## src/rtl/bot_frame_timing.sv

```systemverilog
// bot_frame_timing
// 640x480@60 raster generator plus the LocX/LocY/BotInfo registers the
// icon and world-map overlays read. New bot state is staged whenever it
// is requested. It is committed only on entry to vertical blanking, so the
// overlays never see a bot position change partway through a frame.
module bot_frame_timing #(
    parameter int H_VISIBLE = 640,
    parameter int H_FRONT   = 16,
    parameter int H_SYNC    = 96,
    parameter int H_BACK    = 48,
    parameter int V_VISIBLE = 480,
    parameter int V_FRONT   = 10,
    parameter int V_SYNC    = 2,
    parameter int V_BACK    = 33
) (
    input  logic       clock,
    input  logic       rst,
    input  logic       upd_req,
    input  logic [7:0] LocX_in,
    input  logic [7:0] LocY_in,
    input  logic [7:0] BotInfo_in,
    output logic       upd_ack,
    output logic [7:0] LocX_reg,
    output logic [7:0] LocY_reg,
    output logic [7:0] BotInfo_reg,
    output logic [9:0] Pixel_row,
    output logic [9:0] Pixel_column,
    output logic       horiz_sync,
    output logic       vert_sync,
    output logic       video_on,
    output logic       frame_tick
);

    localparam int H_TOTAL = H_VISIBLE + H_FRONT + H_SYNC + H_BACK;
    localparam int V_TOTAL = V_VISIBLE + V_FRONT + V_SYNC + V_BACK;

    localparam logic [9:0] H_LAST   = 10'(H_TOTAL - 1);
    localparam logic [9:0] V_LAST   = 10'(V_TOTAL - 1);
    localparam logic [9:0] H_VIS    = 10'(H_VISIBLE);
    localparam logic [9:0] V_VIS    = 10'(V_VISIBLE);
    localparam logic [9:0] HS_START = 10'(H_VISIBLE + H_FRONT);
    localparam logic [9:0] HS_END   = 10'(H_VISIBLE + H_FRONT + H_SYNC);
    localparam logic [9:0] VS_START = 10'(V_VISIBLE + V_FRONT);
    localparam logic [9:0] VS_END   = 10'(V_VISIBLE + V_FRONT + V_SYNC);

    logic [9:0] w_col_nxt;
    logic [9:0] w_row_nxt;
    logic       w_hs_nxt;
    logic       w_vs_nxt;
    logic       w_vid_nxt;
    logic       w_commit_pt;
    logic       w_commit;

    logic       r_pending;
    logic [7:0] r_stage_x;
    logic [7:0] r_stage_y;
    logic [7:0] r_stage_info;

    // The next raster point and its decoded syncs. Decoding the next point
    // lets every registered output line up with the registered counters.
    always_comb begin
        w_col_nxt = Pixel_column;
        w_row_nxt = Pixel_row;
        if (Pixel_column == H_LAST) begin
            w_col_nxt = 10'd0;
            if (Pixel_row == V_LAST) begin
                w_row_nxt = 10'd0;
            end else begin
                w_row_nxt = Pixel_row + 10'd1;
            end
        end else begin
            w_col_nxt = Pixel_column + 10'd1;
        end
        w_hs_nxt    = !((w_col_nxt >= HS_START) && (w_col_nxt < HS_END));
        w_vs_nxt    = !((w_row_nxt >= VS_START) && (w_row_nxt < VS_END));
        w_vid_nxt   = (w_col_nxt < H_VIS) && (w_row_nxt < V_VIS);
        w_commit_pt = (w_row_nxt == V_VIS) && (w_col_nxt == 10'd0);
        w_commit    = w_commit_pt && r_pending;
    end

    // Raster counters and their sync, blanking and frame-tick outputs.
    always_ff @(posedge clock or posedge rst) begin
        if (rst) begin
            Pixel_column <= 10'd0;
            Pixel_row    <= 10'd0;
            horiz_sync   <= 1'b1;
            vert_sync    <= 1'b1;
            video_on     <= 1'b1;
            frame_tick   <= 1'b0;
        end else begin
            Pixel_column <= w_col_nxt;
            Pixel_row    <= w_row_nxt;
            horiz_sync   <= w_hs_nxt;
            vert_sync    <= w_vs_nxt;
            video_on     <= w_vid_nxt;
            frame_tick   <= w_commit_pt;
        end
    end

    // Stage requested bot state, then commit it to the overlay registers
    // only on entry to vertical blanking. A request on the commit edge is
    // captured into staging and waits for the next frame.
    always_ff @(posedge clock or posedge rst) begin
        if (rst) begin
            r_pending    <= 1'b0;
            r_stage_x    <= 8'h00;
            r_stage_y    <= 8'h00;
            r_stage_info <= 8'h00;
            LocX_reg     <= 8'h00;
            LocY_reg     <= 8'h00;
            BotInfo_reg  <= 8'h00;
            upd_ack      <= 1'b0;
        end else begin
            upd_ack <= w_commit;
            if (w_commit) begin
                LocX_reg    <= r_stage_x;
                LocY_reg    <= r_stage_y;
                BotInfo_reg <= r_stage_info;
            end
            if (upd_req) begin
                r_stage_x    <= LocX_in;
                r_stage_y    <= LocY_in;
                r_stage_info <= BotInfo_in;
                r_pending    <= 1'b1;
            end else if (w_commit) begin
                r_pending <= 1'b0;
            end
        end
    end

endmodule

```

## config.mk

```make
export PLATFORM = sky130hd
export DESIGN_NAME = bot_frame_timing
export DESIGN_NICKNAME = d
export VERILOG_FILES = /design/src/rtl/bot_frame_timing.sv
export SDC_FILE = /design/constraint.sdc
export NUM_CORES = 1
export LEC_CHECK = 0
export CAP_MARGIN = 20
export CORE_MARGIN = 8
export CORE_UTILIZATION = 55
export CTS_CLUSTER_SIZE = 16
export DETAILED_ROUTE_END_ITERATION = 10
export DONT_BUFFER_PORTS = 1
export PLACE_DENSITY_LB_ADDON = 0.1
export SLEW_MARGIN = 20
export SYNTH_ARGS = -nofsm -noshare
export SYNTH_HDL_FRONTEND = slang
export SYNTH_SLANG_ARGS = --single-unit
```

## constraint.sdc

```tcl
create_clock -name clock -period 3 [get_ports clock]
set_input_delay 0.6 -clock clock [delete_from_list [all_inputs] [get_ports clock]]
set_output_delay 0.6 -clock clock [all_outputs]
set_load 0.005 [all_outputs]
```

==> flow_summary.yaml <==
sta:
  finalCritPeriodShare: 0.964
  final-setup-viol-count: 0
  drv_slew: 0
  whs_ps: 251
  setup_tns_ps: 0
  skew_ps: 8.66
  max_slew.worst_pin.slew_ps: 695
  fmax_mhz: 346
  hold_viol_final: 0
  max_slew_margin: 0.536
  fin_crit_ps: 2890
  rsz0062_at_grt: "no"
global_routing:
  first_global_vias: 2217
  grtUsageTotal: 0.162
  grt_max_degree: 45
  grt_pass1_wl_um: 11300
  antenna_found_initial: 0
  overflow: 0
synthesis:
  ys_seq_area_frac: 0.536
  async_reset_ff_frac: 1.00
  yosys.area_share.simple: 0.127
  synth.distinct_cells: 50
  synth.ff_latch_count: 74
  synth-edff-count: 0
  synth_top_area_frac: 0.513
  post-synth-top-count-cell: "dfrtp_1"
  synth.area.mux_share: 0.188
  synth_area_um2: 3460
  syn_avg_cell_area_um2: 13.1
  synth_top_family_by_area: "multiplexers"
  syn-num-nets: 295
  synth_flop_cell: "dfrtp_1"
  synth_compound_area_frac: 0.0568
  synth_area_leaders: "dfrtp_1 51%, mux2_2 9.8%, mux2_4 8.7%, xnor2_1 2.5%, dfstp_2 2.3%"
  yosys.area_share.adder: 0.0145
  synth_common_cells: "71 x dfrtp_1, 30 x mux2_2, 20 x mux2_4, 15 x nand2_1, 11 x nor2_1"
  synth_top_cell_by_area: "dfrtp_1"
  synth_xor_area_frac: 0.0380
  syn_inst: 264
  yosysWarnings: 0
clocking:
  cts-root-buf: "clkbuf_8"
  cts_buffer_depth: 2
  cts_tree: "built"
  clock_latency_ps: 330
  h-tree-depth: 3
  numCtsBuffers: 9
  clkTransAtPathRegs_ps: 80
  numClockSinks: 74
critical_path:
  crit_end: "LocX_reg[6]"
  crit_type: "reg2reg"
  cp_data_arrival_time_ps: 3100
  worst_ep_required_time_ps: 3210
  crit_cells: 10
  path_max_fanout: 15
  setup.worst_path.start: "Pixel_column[1]"
  crit_family: "simple AND/OR/NAND/NOR gates"
  worstReg2RegStart: "Pixel_column[1]"
  crit_path_top_delay_cell: "or4_4"
  crit_path_max_incr_delay_ps: 580
  r2r_cells: 10
  cp-start-kind: "flip-flop"
  cp_cell_sequence: "ha_1 > nand4_1 > buf_4 > nor3_4 > o21a_1 > mux2i_2 > or4_4 > nand4bb_2 > buf_6 > mux2_4"
  worst_setup_path_end_kind: "flip-flop"
  r2r_end: "LocX_reg[6]"
  cp_num_buf_inv: 2
  r2r_slack_ps: 110
die:
  die_y_um: 95.3
  io_pins: 76
  coreArea_um2: 6200
  die_w_um: 95.3
  rows: 29
  dieArea_um2: 9090
  initial_core_util: 0.558
placement:
  gp_congestion: 0.828
  place_hpwl_um: 5150
  dpl_cell_area_um2: 3670
  portBuffers: 0
  dp.cells: 355
power_and_ir_drop:
  finalPower_mw: 1.96
  power_per_cell_area_nw_per_um2: 498
  leakage_nw: 1.86
  ir_drop_v: 0.000329
drt:
  num_vias: 2150
  first_iter_violations: 67
  firstDrtPassIters: 4
  wl_um: 7060
  ant_nets: 0
  wl_per_cell_um: 18.9
  drc: 0
  vias_per_cell: 5.75
finish:
  largest_registers: "Pixel_column (10), Pixel_row (10)"
  fillers: 453
  final_area_um2: 3940
  drive_gt1_frac: 0.380
  num_antenna_cells: 0
  nets: 323
  fin_cells: 374
  area_growth_pct: 13.7
run_status:
  status: "complete, no violations"
flow_run:
  max_cap_violations: 0
min_path:
  hold_path.class: "in2async"
==> cell usage in the layout, fill, tap and decap left out, types with 6 or more instances in the layout <==
| cell | instances |
|---|---|
| inv_1 | 6 |
| nor3_1 | 6 |
| nand3_1 | 9 |
| mux2_2 | 30 |
| nand2_1 | 15 |
| buf_4 | 29 |
| dfrtp_1 | 71 |
| nor2_1 | 10 |
| mux2_4 | 20 |
| clkbuf_8 | 10 |
| xnor2_1 | 10 |
==> kinds of logic (layout without fill, tap and decap cells) <==
group,Yosys count,after routing
buf+inv,21,54
flops,74,74
fa+ha+maj,4,4
compound gates,26,26
mux,51,51
xor+xnor,15,15
simple gates,73,73
==> where the power goes <==
part / total, mW / switching [mW] / internal (mW)
registers: 1.04 / 0.0149 / 1.03
clock network: 0.855 / 0.362 / 0.493
logic: 0.0595 / 0.0265 / 0.0331
total: 1.96 / 0.404 / 1.56
==> area by class of cell <==
cell class                 instances  area, um^2  area share
timing repair buffer              31         249      0.0633
tap                               77        96.3      0.0245
clock inverter                     6        87.6      0.0223
sequential                        74        1860       0.472
inverter                           7        26.3     0.00668
multi-input combinational        169        1480       0.377
clock buffer                      10         138      0.0350
==> how the worst min path moves through the flow <==
stage	start	end
3_3_place_gp	r_stage_y[4]	LocY_reg[4]
4_1_cts	rst	r_stage_y[1]
5_1_grt	rst	LocY_reg[1]
3_5_place_dp	r_stage_x[6]	LocX_reg[6]
2_1_floorplan	r_stage_info[3]	BotInfo_reg[3]
6_report	rst	Pixel_row[5]
==> metal layers <==
layer / share of wire / GRT usage / vias to the layer above
li1: - / - / 1015
met5: 0 / 0 / -
met2: 0.47 / 0.247 / 68
met4: 0.011 / 0.0702 / 0
met1: 0.42 / 0.201 / 1061
met3: 0.10 / 0.0591 / 6
==> repair_timing <==
action                                  4_1_cts  5_1_grt
hold buffers                                  0        0
gates cloned                                  0        0
endpoints found under the setup margin       15       25
buffers inserted                              0        3
resized for setup                             1        3
pin swaps                                     0        1
==> metrics by stage <==
stage               utilization  worst slack, ps
finish                    0.634              109
detailed placement        0.592            -2.17
global route              0.634             15.5
floorplan                     -             91.1
CTS                       0.629             23.3
global placement          0.592              160
Power figures use the tool's default switching activity.
